[src/rtl/rs_pkg.sv]
// Shared constants for the RS(31,27) encoder over GF(2^5): field polynomial,
// generator coefficients, FSM states and a constant-friendly GF multiplier.
package rs_pkg;

  localparam int N     = 31;
  localparam int K     = 27;
  localparam int NPAR  = 4;
  localparam int SYM_W = 5;

  // x^5 + x^2 + 1
  localparam logic [SYM_W:0] PRIM_POLY = 6'b100101;

  // g(x) = x^4 + 30x^3 + 6x^2 + 9x + 17
  localparam logic [SYM_W-1:0] G0 = 5'd17;
  localparam logic [SYM_W-1:0] G1 = 5'd9;
  localparam logic [SYM_W-1:0] G2 = 5'd6;
  localparam logic [SYM_W-1:0] G3 = 5'd30;

  typedef enum logic [1:0] {
    IDLE   = 2'd0,
    DATA   = 2'd1,
    PARITY = 2'd2
  } state_e;

  function automatic logic [SYM_W-1:0] gen_coef(input int idx);
    case (idx)
      0:       return G0;
      1:       return G1;
      2:       return G2;
      default: return G3;
    endcase
  endfunction

  // With one operand constant this folds to a small XOR network.
  function automatic logic [SYM_W-1:0] gf_mul(input logic [SYM_W-1:0] a,
                                              input logic [SYM_W-1:0] b);
    logic [SYM_W-1:0] p;
    logic [SYM_W-1:0] aa;
    p  = '0;
    aa = a;
    for (int i = 0; i < SYM_W; i++) begin
      if (b[i]) p = p ^ aa;
      aa = aa[SYM_W-1] ? ({aa[SYM_W-2:0], 1'b0} ^ PRIM_POLY[SYM_W-1:0])
                       : {aa[SYM_W-2:0], 1'b0};
    end
    return p;
  endfunction

endpackage

[src/rtl/rs_enc_lfsr.sv]
// Four-stage parity LFSR: load absorbs a message symbol, shift moves parity
// towards the head with zero feedback, clear zeroes the state (applied first).
module rs_enc_lfsr
  import rs_pkg::*;
(
  input  logic                 clock,
  input  logic                 reset_n,
  input  logic                 clear_i,
  input  logic                 load_i,
  input  logic                 shift_i,
  input  logic [SYM_W-1:0]     sym_i,
  output logic [SYM_W-1:0]     par_head_o
);

  logic [NPAR-1:0][SYM_W-1:0] r_q;
  logic [NPAR-1:0][SYM_W-1:0] r_d;
  logic [NPAR-1:0][SYM_W-1:0] base;
  logic [SYM_W-1:0]           fb;

  // Clear acts on the current state so a load in the same cycle starts a
  // fresh codeword.
  assign base = clear_i ? '0 : r_q;
  assign fb   = sym_i ^ base[NPAR-1];

  genvar gi;
  generate
    for (gi = 0; gi < NPAR; gi++) begin : g_stage
      logic [SYM_W-1:0] lower;
      if (gi == 0) begin : g_first
        assign lower = '0;
      end else begin : g_rest
        assign lower = base[gi-1];
      end
      assign r_d[gi] = load_i  ? (lower ^ gf_mul(fb, gen_coef(gi))) :
                       shift_i ? lower : base[gi];
    end
  endgenerate

  always_ff @(posedge clock or negedge reset_n) begin
    if (!reset_n) begin
      r_q <= '0;
    end else begin
      r_q <= r_d;
    end
  end

  assign par_head_o = r_q[NPAR-1];

endmodule

[src/rtl/rs_encoder.sv]
// Systematic RS(31,27) encoder with valid/ready handshakes and registered output.
// Optional macro RSENC_SHORTEN_EN adds msg_len for shortened codewords.
module rs_encoder #(
  parameter int N = 31,
  parameter int K = 27
) (
  input  logic       clock,
  input  logic       reset_n,
  input  logic [4:0] datain,
  input  logic       in_valid,
  output logic       in_ready,
  output logic [4:0] dataout,
  output logic       out_valid,
  input  logic       out_ready,
  output logic       out_sop,
  output logic       out_eop
`ifdef RSENC_SHORTEN_EN
  ,
  input  logic [4:0] msg_len
`endif
);

  import rs_pkg::*;

  localparam int KMAX = (K > N - NPAR) ? N - NPAR : K;
  localparam logic [4:0] K_SYM = 5'(KMAX);
  localparam logic [1:0] PAR_LAST = 2'(NPAR - 1);

  state_e     state_q, state_d;
  logic [4:0] cnt_q, cnt_d;
  logic [4:0] len_q, len_d;
  logic [1:0] par_cnt_q, par_cnt_d;
  logic [4:0] dout_q, dout_d;
  logic       out_valid_q, out_valid_d;
  logic       sop_q, sop_d;
  logic       eop_q, eop_d;
  logic       rdy_en_q;

  logic       out_free;
  logic       in_fire;
  logic       lfsr_load, lfsr_shift, lfsr_clear;
  logic [4:0] par_head;
  logic [4:0] len_in;

`ifdef RSENC_SHORTEN_EN
  assign len_in = (msg_len == 5'd0 || msg_len > K_SYM) ? K_SYM : msg_len;
`else
  assign len_in = K_SYM;
`endif

  // rdy_en_q keeps in_ready low until the first edge after reset release.
  assign out_free = !out_valid_q || out_ready;
  assign in_ready = rdy_en_q && (state_q != PARITY) && out_free;
  assign in_fire  = in_valid && in_ready;

  rs_enc_lfsr u_lfsr (
    .clock      (clock),
    .reset_n    (reset_n),
    .clear_i    (lfsr_clear),
    .load_i     (lfsr_load),
    .shift_i    (lfsr_shift),
    .sym_i      (datain),
    .par_head_o (par_head)
  );

  always_comb begin
    state_d     = state_q;
    cnt_d       = cnt_q;
    len_d       = len_q;
    par_cnt_d   = par_cnt_q;
    dout_d      = dout_q;
    out_valid_d = out_valid_q;
    sop_d       = sop_q;
    eop_d       = eop_q;
    lfsr_load   = 1'b0;
    lfsr_shift  = 1'b0;
    lfsr_clear  = 1'b0;

    if (out_free) begin
      out_valid_d = 1'b0;
      sop_d       = 1'b0;
      eop_d       = 1'b0;
    end

    case (state_q)
      IDLE: begin
        if (in_fire) begin
          lfsr_load   = 1'b1;
          dout_d      = datain;
          out_valid_d = 1'b1;
          sop_d       = 1'b1;
          len_d       = len_in;
          if (len_in == 5'd1) begin
            state_d = PARITY;
            cnt_d   = 5'd0;
          end else begin
            state_d = DATA;
            cnt_d   = 5'd1;
          end
        end
      end
      DATA: begin
        if (in_fire) begin
          lfsr_load   = 1'b1;
          dout_d      = datain;
          out_valid_d = 1'b1;
          if (cnt_q == len_q - 5'd1) begin
            state_d = PARITY;
            cnt_d   = 5'd0;
          end else begin
            cnt_d = cnt_q + 5'd1;
          end
        end
      end
      PARITY: begin
        // Returning to IDLE as r0 is loaded lets the next codeword's first
        // symbol transfer in the same cycle r0 leaves.
        if (out_free) begin
          lfsr_shift  = 1'b1;
          dout_d      = par_head;
          out_valid_d = 1'b1;
          par_cnt_d   = par_cnt_q + 2'd1;
          if (par_cnt_q == PAR_LAST) begin
            eop_d      = 1'b1;
            state_d    = IDLE;
            lfsr_clear = 1'b1;
            par_cnt_d  = 2'd0;
          end
        end
      end
      default: state_d = IDLE;
    endcase
  end

  always_ff @(posedge clock or negedge reset_n) begin
    if (!reset_n) begin
      state_q     <= IDLE;
      cnt_q       <= '0;
      len_q       <= K_SYM;
      par_cnt_q   <= '0;
      dout_q      <= '0;
      out_valid_q <= 1'b0;
      sop_q       <= 1'b0;
      eop_q       <= 1'b0;
      rdy_en_q    <= 1'b0;
    end else begin
      state_q     <= state_d;
      cnt_q       <= cnt_d;
      len_q       <= len_d;
      par_cnt_q   <= par_cnt_d;
      dout_q      <= dout_d;
      out_valid_q <= out_valid_d;
      sop_q       <= sop_d;
      eop_q       <= eop_d;
      rdy_en_q    <= 1'b1;
    end
  end

  assign dataout   = dout_q;
  assign out_valid = out_valid_q;
  assign out_sop   = sop_q;
  assign out_eop   = eop_q;

endmodule

[config.mk]
export PLATFORM = sky130hd
export DESIGN_NAME = rs_encoder
export DESIGN_NICKNAME = d
export VERILOG_FILES = /design/src/rtl/rs_pkg.sv /design/src/rtl/rs_enc_lfsr.sv /design/src/rtl/rs_encoder.sv
export SDC_FILE = /design/constraint.sdc
export NUM_CORES = 1
export LEC_CHECK = 0
export CAP_MARGIN = 25
export CORE_MARGIN = 4
export CORE_UTILIZATION = 53
export CTS_CLUSTER_DIAMETER = 60
export CTS_CLUSTER_SIZE = 16
export DETAILED_ROUTE_END_ITERATION = 10
export PLACE_DENSITY_LB_ADDON = 0.3
export SYNTH_ARGS = -nofsm -noshare
export SYNTH_HDL_FRONTEND = slang
export SYNTH_SLANG_ARGS = --single-unit
[constraint.sdc]
create_clock -name clock -period 1.7 [get_ports clock]
set_input_delay 0.34 -clock clock [delete_from_list [all_inputs] [get_ports clock]]
set_output_delay 0.34 -clock clock [all_outputs]
set_load 0.1 [all_outputs]
==> results.json, run 1 <==
{
  "syn_to_final_growth_pct": 41.6,
  "start_util": 0.556,
  "ys_types": 47,
  "clock_path_buffers": 2,
  "status": "finished with violations",
  "ios": 18,
  "yosysTopAreaCellShare": 0.385,
  "core_area_mm2": 0.00444,
  "synth_area_leader_cell": "dfrtp_1",
  "report.final.slew_viol_count": 0,
  "cts_buffers": 5,
  "synth_edf_count": 0,
  "finalCritPeriodShare": 1.05,
  "grt_max_degree": 22,
  "wl_per_cell_um": 18.7,
  "grt_pass1_vias": 2316,
  "cpMaxStageDelayCell": "dfrtp_4",
  "worstHoldPathType": "in2async",
  "dr_total_vias": 2265,
  "drtIter0Drc": 193,
  "overflow": 0,
  "final_cells": 378,
  "insertion_delay_ps": 300,
  "synth_fp_nets": 267,
  "ys_ff_latch": 38,
  "cp.arrival_ps": 1450,
  "cts-htree-levels": 2,
  "gp_congestion": 0.850,
  "die_w_um": 76.3,
  "syn_area_mm2": 0.00247,
  "dieArea_mm2": 0.00582,
  "r2r_slack_ps": -20,
  "yosysSeqAreaShare": 0.385,
  "routed_wl_um": 7080,
  "crit_top_cell": "buf_6",
  "yosysWarnings": 0,
  "cap_violations": 0,
  "dieHeight_um": 76.3,
  "hold_violations": 0,
  "synth_area_leaders": "dfrtp_1 39%, xnor2_1 13%, o21ai_0 6.1%",
  "worst-path-max-fanout": 2,
  "fin_ws_ps": -87.4,
  "fin_nets": 337,
  "antenna_found_initial": 0,
  "path_clk_slew_ps": 80,
  "avgSynthCellArea_um2": 9.69,
  "num_rows": 24,
  "violations": "setup timing",
  "cts_tree": "done",
  "dp_cells": 363,
  "p_leak_nw": 1.60,
  "start_kind": "register",
  "regToRegStartpoint": "out_valid",
  "path_cells": "buf_6, nand2b_4, buf_6, and3_4, buf_12",
  "report.power.total_mw": 6.06,
  "setup_violations": 6,
  "reg2reg_depth": 5,
  "worstSetupPathType": "reg2out",
  "detail-route-antenna-nets": 0,
  "port_buffers": 17,
  "peakVddDrop_uv": 892,
  "async_flop_share": 1.00,
  "fin_crit_ps": 1790,
  "rsz0062_at_grt": "yes",
  "dp_hpwl_um": 4940,
  "diodes": 0,
  "reg2reg_to": "u_lfsr.par_head_o[2]",
  "cts-root-buf": "clkbuf_8",
  "critPathMaxStageDelay_ps": 490,
  "end_kind": "output port",
  "nFillCells": 270,
  "grt_usage": 0.238,
  "synth-main-ff-cell": "dfrtp_1",
  "final.setup.tns_ps": -162,
  "fin_skew_ps": 6.36,
  "drt_first_pass_iters": 5,
  "grt_pass1_wl_um": 11100,
  "powerDensity_mw_per_mm2": 1730,
  "postSynthCellCount": 255,
  "fmax_mhz": 559,
  "cts_sinks": 38,
  "crit_required_ps": 1360,
  "vias_per_cell": 5.99,
  "drive_gt1_frac": 0.368,
  "post-route-drc-count": 0
}
synthesized netlist by cell type (all sizes together), types with 3 or more instances:
cell / instances
dfrtp: 38
xnor2: 37
o21ai: 30
nand2: 28
xor2: 15
a22oi: 12
buf: 11
nand3: 9
clkbuf: 8
a31oi: 7
mux2i: 7
nor2: 5
inv: 4
nor3: 4
ha: 3
nor2b: 3
repair_timing:
action / CTS / global route
hold buffers: 1 / 0
setup buffers: 3 / 2
endpoints found under the setup margin: 14 / 30
gates cloned: 0 / 1
hold endpoints to repair: 17 / 0
pin swaps: 2 / 8
gates resized for setup: 8 / 31
area by class of cell:
type / instances / area [um2] / area share
Multi-Input combinational cell: 194 / 1580 / 0.451
Sequential cell: 38 / 955 / 0.273
Timing Repair Buffer: 82 / 790 / 0.226
Clock buffer: 6 / 82.6 / 0.0236
Tap cell: 52 / 65.1 / 0.0186
Inverter: 4 / 15.0 / 0.00429
Clock inverter: 2 / 12.5 / 0.00358
cells by family after synthesis:
group           share of synthesized area
other cells                       0.00152
simple gates                        0.120
xor+xnor                            0.229
flops                               0.385
fa+ha+maj                          0.0152
compound gates                      0.167
buf+inv                            0.0446
mux                                0.0375
how the worst max path moves through the flow:
stage	from	end	slack (ps)
final	out_valid	in_ready	-90
after global routing	out_valid	in_ready	-120
after CTS	out_valid	in_ready	-70
after detailed placement	out_ready	u_lfsr.r_q[9]	-380
after global placement	out_ready	u_lfsr.r_q[10]	-300
after floorplan	out_valid	cnt_q[4]	-60
cell usage in the layout, fill, tap and decap left out, types with 2 or more instances in the layout:
cell / n
a31oi_2: 2
inv_1: 3
and3_4: 2
ha_2: 2
a22oi_1: 12
a21oi_1: 2
buf_2: 2
o21ai_2: 2
xnor2_1: 29
xor2_2: 2
xor2_1: 13
nand3_1: 8
nor3_2: 2
nor2_1: 3
nor2_2: 2
or3_1: 2
nor2b_4: 2
xor3_1: 2
o211ai_1: 2
nand2_2: 2
xnor3_1: 2
xnor2_2: 7
a31oi_1: 4
o21ai_0: 22
nand2_1: 26
buf_6: 6
buf_12: 11
mux2i_1: 7
clkdlybuf4s50_1: 6
dfrtp_1: 37
mux2_2: 2
buf_4: 55
nor3_1: 2
clkbuf_8: 6
o21ai_1: 6
a22o_1: 2
power by group:
part | total (mW) | switching [mW] | internal (mW) | leakage, nW
Sequential | 1.62 | 0.410 | 1.21 | 0.470
Clock | 0.675 | 0.349 | 0.326 | 0.0472
Combinational | 3.76 | 1.75 | 2.01 | 1.08
critical path: cells and delay by family, from the launching register on:
kind / cells / cell delay (ps)
buf+inv: 3 / 400
flops: 1 / 490
simple gates: 2 / 270
state kept, by name, summed over array words and instances, names as in the netlist, named ones only:
name	flops
u_lfsr.r_q	15
state_q	2
rdy_en_q	1
u_lfsr.par_head_o	5
out_valid	1
dataout	5
out_sop	1
par_cnt_q	2
cnt_q	5
layer usage:
| metal | vias to the layer above | GRT usage | part of all wire |
|---|---|---|---|
| li1 | 1026 | - | - |
| met1 | 1117 | 0.302 | 0.42 |
| met2 | 105 | 0.399 | 0.50 |
| met3 | 17 | 0.0496 | 0.057 |
| met4 | 0 | 0.0924 | 0.024 |
| met5 | - | 0 | 0 |
through the flow:
stage / cell area (um2) / setup WS (ps) / hold slack [ps] / utilization
after global routing: 3500 / -120 / 527 / 0.787
final: 3500 / -87.4 / 505 / 0.787
after global placement: 3190 / -305 / 306 / 0.718
after detailed placement: 3190 / -375 / 310 / 0.718
after floorplan: 2540 / -61.2 / 44.4 / -
after CTS: 3360 / -72.0 / 486 / 0.755
(Power assumes the default switching activity.)
==> inputs of run 2 (changes only) <==
Settings changed: ABC_CLOCK_PERIOD_IN_PS from default to 1700, CORE_UTILIZATION 53 to 44.
==> run 2 against run 1 <==
Compared with the run above: the flow still finishes with violations (setup timing); clock skew rose by 3.1 ps; flip-flop and latch count did not move; hold slack barely moved; combinational power up 3%; global-route usage decreased by 3.7 points; via count decreased by 2.2%; cell area rose by 4.9%; clock power rose by 20%; sequential share of layout area down 1.2 points; critical path type unchanged; critical endpoint unchanged; largest cell class unchanged.
==> results.json, run 2 (synthesis gave the netlist of run 1 again) <==
{
  "status": "finished with violations",
  "violations": "setup timing",
  "gp_congestion": 0.865,
  "setup_violations": 5,
  "path_clk_slew_ps": 80,
  "cts_sinks": 38,
  "rsz0062_at_grt": "yes",
  "drt_first_pass_iters": 4,
  "report.power.total_mw": 6.34,
  "finalCritPeriodShare": 1.03,
  "dr_total_vias": 2215,
  "path_cells": "buf_6, or2b_1, and3_4, buf_12",
  "insertion_delay_ps": 300,
  "nFillCells": 397,
  "cts_buffers": 5,
  "fin_ws_ps": -58.1,
  "p_leak_nw": 1.67,
  "drive_gt1_frac": 0.408,
  "regArea_um2": 957,
  "seqPwrFrac": 0.258,
  "cpMaxStageDelayCell": "dfrtp_1",
  "p_clk_frac": 0.128,
  "num_rows": 27,
  "worstSetupPathType": "reg2out",
  "core_area_mm2": 0.00547,
  "grt_pass1_vias": 2189,
  "cap_violations": 0,
  "crit_buf_inv": 2,
  "critPathMaxStageDelay_ps": 380,
  "grt_pass1_wl_um": 11000,
  "powerDensity_mw_per_mm2": 1730,
  "vias_per_cell": 5.50,
  "antenna_found_initial": 0,
  "post-route-drc-count": 0,
  "p_sw_mw": 2.52,
  "crit_family": "simple AND/OR/NAND/NOR gates",
  "cts-root-buf": "clkbuf_8",
  "regMostFlops": "u_lfsr.r_q",
  "whs_ps": 506,
  "place_ws_ps": -377,
  "grt_max_degree": 19,
  "final_util": 0.671,
  "comb_power_share": 0.614,
  "drtIter0Drc": 229,
  "fin_nets": 342,
  "dieHeight_um": 82.9,
  "grt_usage": 0.201,
  "multi_input_area_mm2": 0.00165,
  "detail-route-antenna-nets": 0,
  "start_util": 0.451,
  "syn_to_final_growth_pct": 48.6,
  "worstHoldPathType": "in2async",
  "peakVddDrop_uv": 835,
  "diodes": 0,
  "reg2reg_depth": 9,
  "mostFrequentLayoutCells": "55 x buf_4, 35 x dfrtp_1, 28 x xnor2_1",
  "fmax_mhz": 569,
  "r2r_slack_ps": -40,
  "fin_skew_ps": 9.45,
  "intPower_mw": 3.81,
  "largest_reg_flops": 15,
  "port_buffers": 17,
  "cp.arrival_ps": 1420,
  "ios": 18,
  "crit_required_ps": 1360,
  "worst-path-max-fanout": 6,
  "hold_violations": 0,
  "cts-htree-levels": 2,
  "wl_per_cell_um": 18.1,
  "overflow": 0,
  "start_kind": "register",
  "report.final.slew_viol_count": 0,
  "end_kind": "output port",
  "cp.depth": 4,
  "dp_hpwl_um": 4710,
  "fin_crit_ps": 1760,
  "routed_wl_um": 7280,
  "layout_commonest_cell": "buf_4",
  "switching_share": 0.398,
  "die_w_um": 82.9,
  "dieArea_mm2": 0.00688,
  "cts_tree": "done",
  "clock_path_buffers": 2
}
-- run 2: power groups by stage --
stage,sequential [mW],combinational (mW),clock [mW]
5_1_grt,1.67,4.21,0.882
3_3_place_gp,1.57,3.28,0
6_report,1.64,3.89,0.813
4_1_cts,1.58,3.46,0.823
3_5_place_dp,1.59,3.36,0
2_1_floorplan,1.58,2.49,0
-- run 2: path summary, 6_finish.rpt --
path,startpoint,end
max in group asynchronous,reset_n,u_lfsr.r_q[0]
setup / recovery,state_q[1],in_ready
hold / removal,reset_n,out_valid
setup reg to reg,state_q[0],u_lfsr.r_q[4]
min in group clock,cnt_q[4],cnt_q[4]
hold reg to reg,cnt_q[4],cnt_q[4]
-- run 2: final cells by class --
type / count / area share
Tap cell: 72 / 0.0245
Timing Repair Buffer: 86 / 0.229
Inverter: 4 / 0.00409
Multi-Input combinational cell: 195 / 0.449
Clock inverter: 1 / 0.00818
Clock buffer: 7 / 0.0235
Sequential cell: 38 / 0.261
-- run 2: stage by stage --
step                      setup TNS, ps  std cells  instance area [um2]
after global routing               -927        403                 3670
final                              -148        403                 3670
after global placement            -8710        380                 3190
after floorplan                    -146        255                 2540
after detailed placement          -9350        380                 3190
after CTS                         -65.5        395                 3420
-- run 2: timing repair --
item	in CTS	in global routing
hold buffers	1	0
gates cloned	0	2
buffers inserted	6	6
endpoints found under the setup margin	22	29
pin swaps	4	14
resized for setup	13	57
endpoints found under the hold margin	16	0
-- run 2: worst register-to-register path, cell delays in order (launching register included) --
cell and delay, ps:
dfrtp_1 400, buf_4 150, nor2b_4 150, buf_6 160
a31oi_4 110, xnor2_2 170, buf_4 140, buf_4 130
xnor2_2 160, o21ai_1 70
-- run 2: layer usage --
| layer | global-route usage | vias to the layer above | part of all wire |
|---|---|---|---|
| met5 | 0 | - | 0 |
| met4 | 0.0743 | 0 | 0.018 |
| met2 | 0.324 | 79 | 0.49 |
| met1 | 0.268 | 1094 | 0.43 |
| met3 | 0.0397 | 16 | 0.066 |
| li1 | - | 1026 | - |
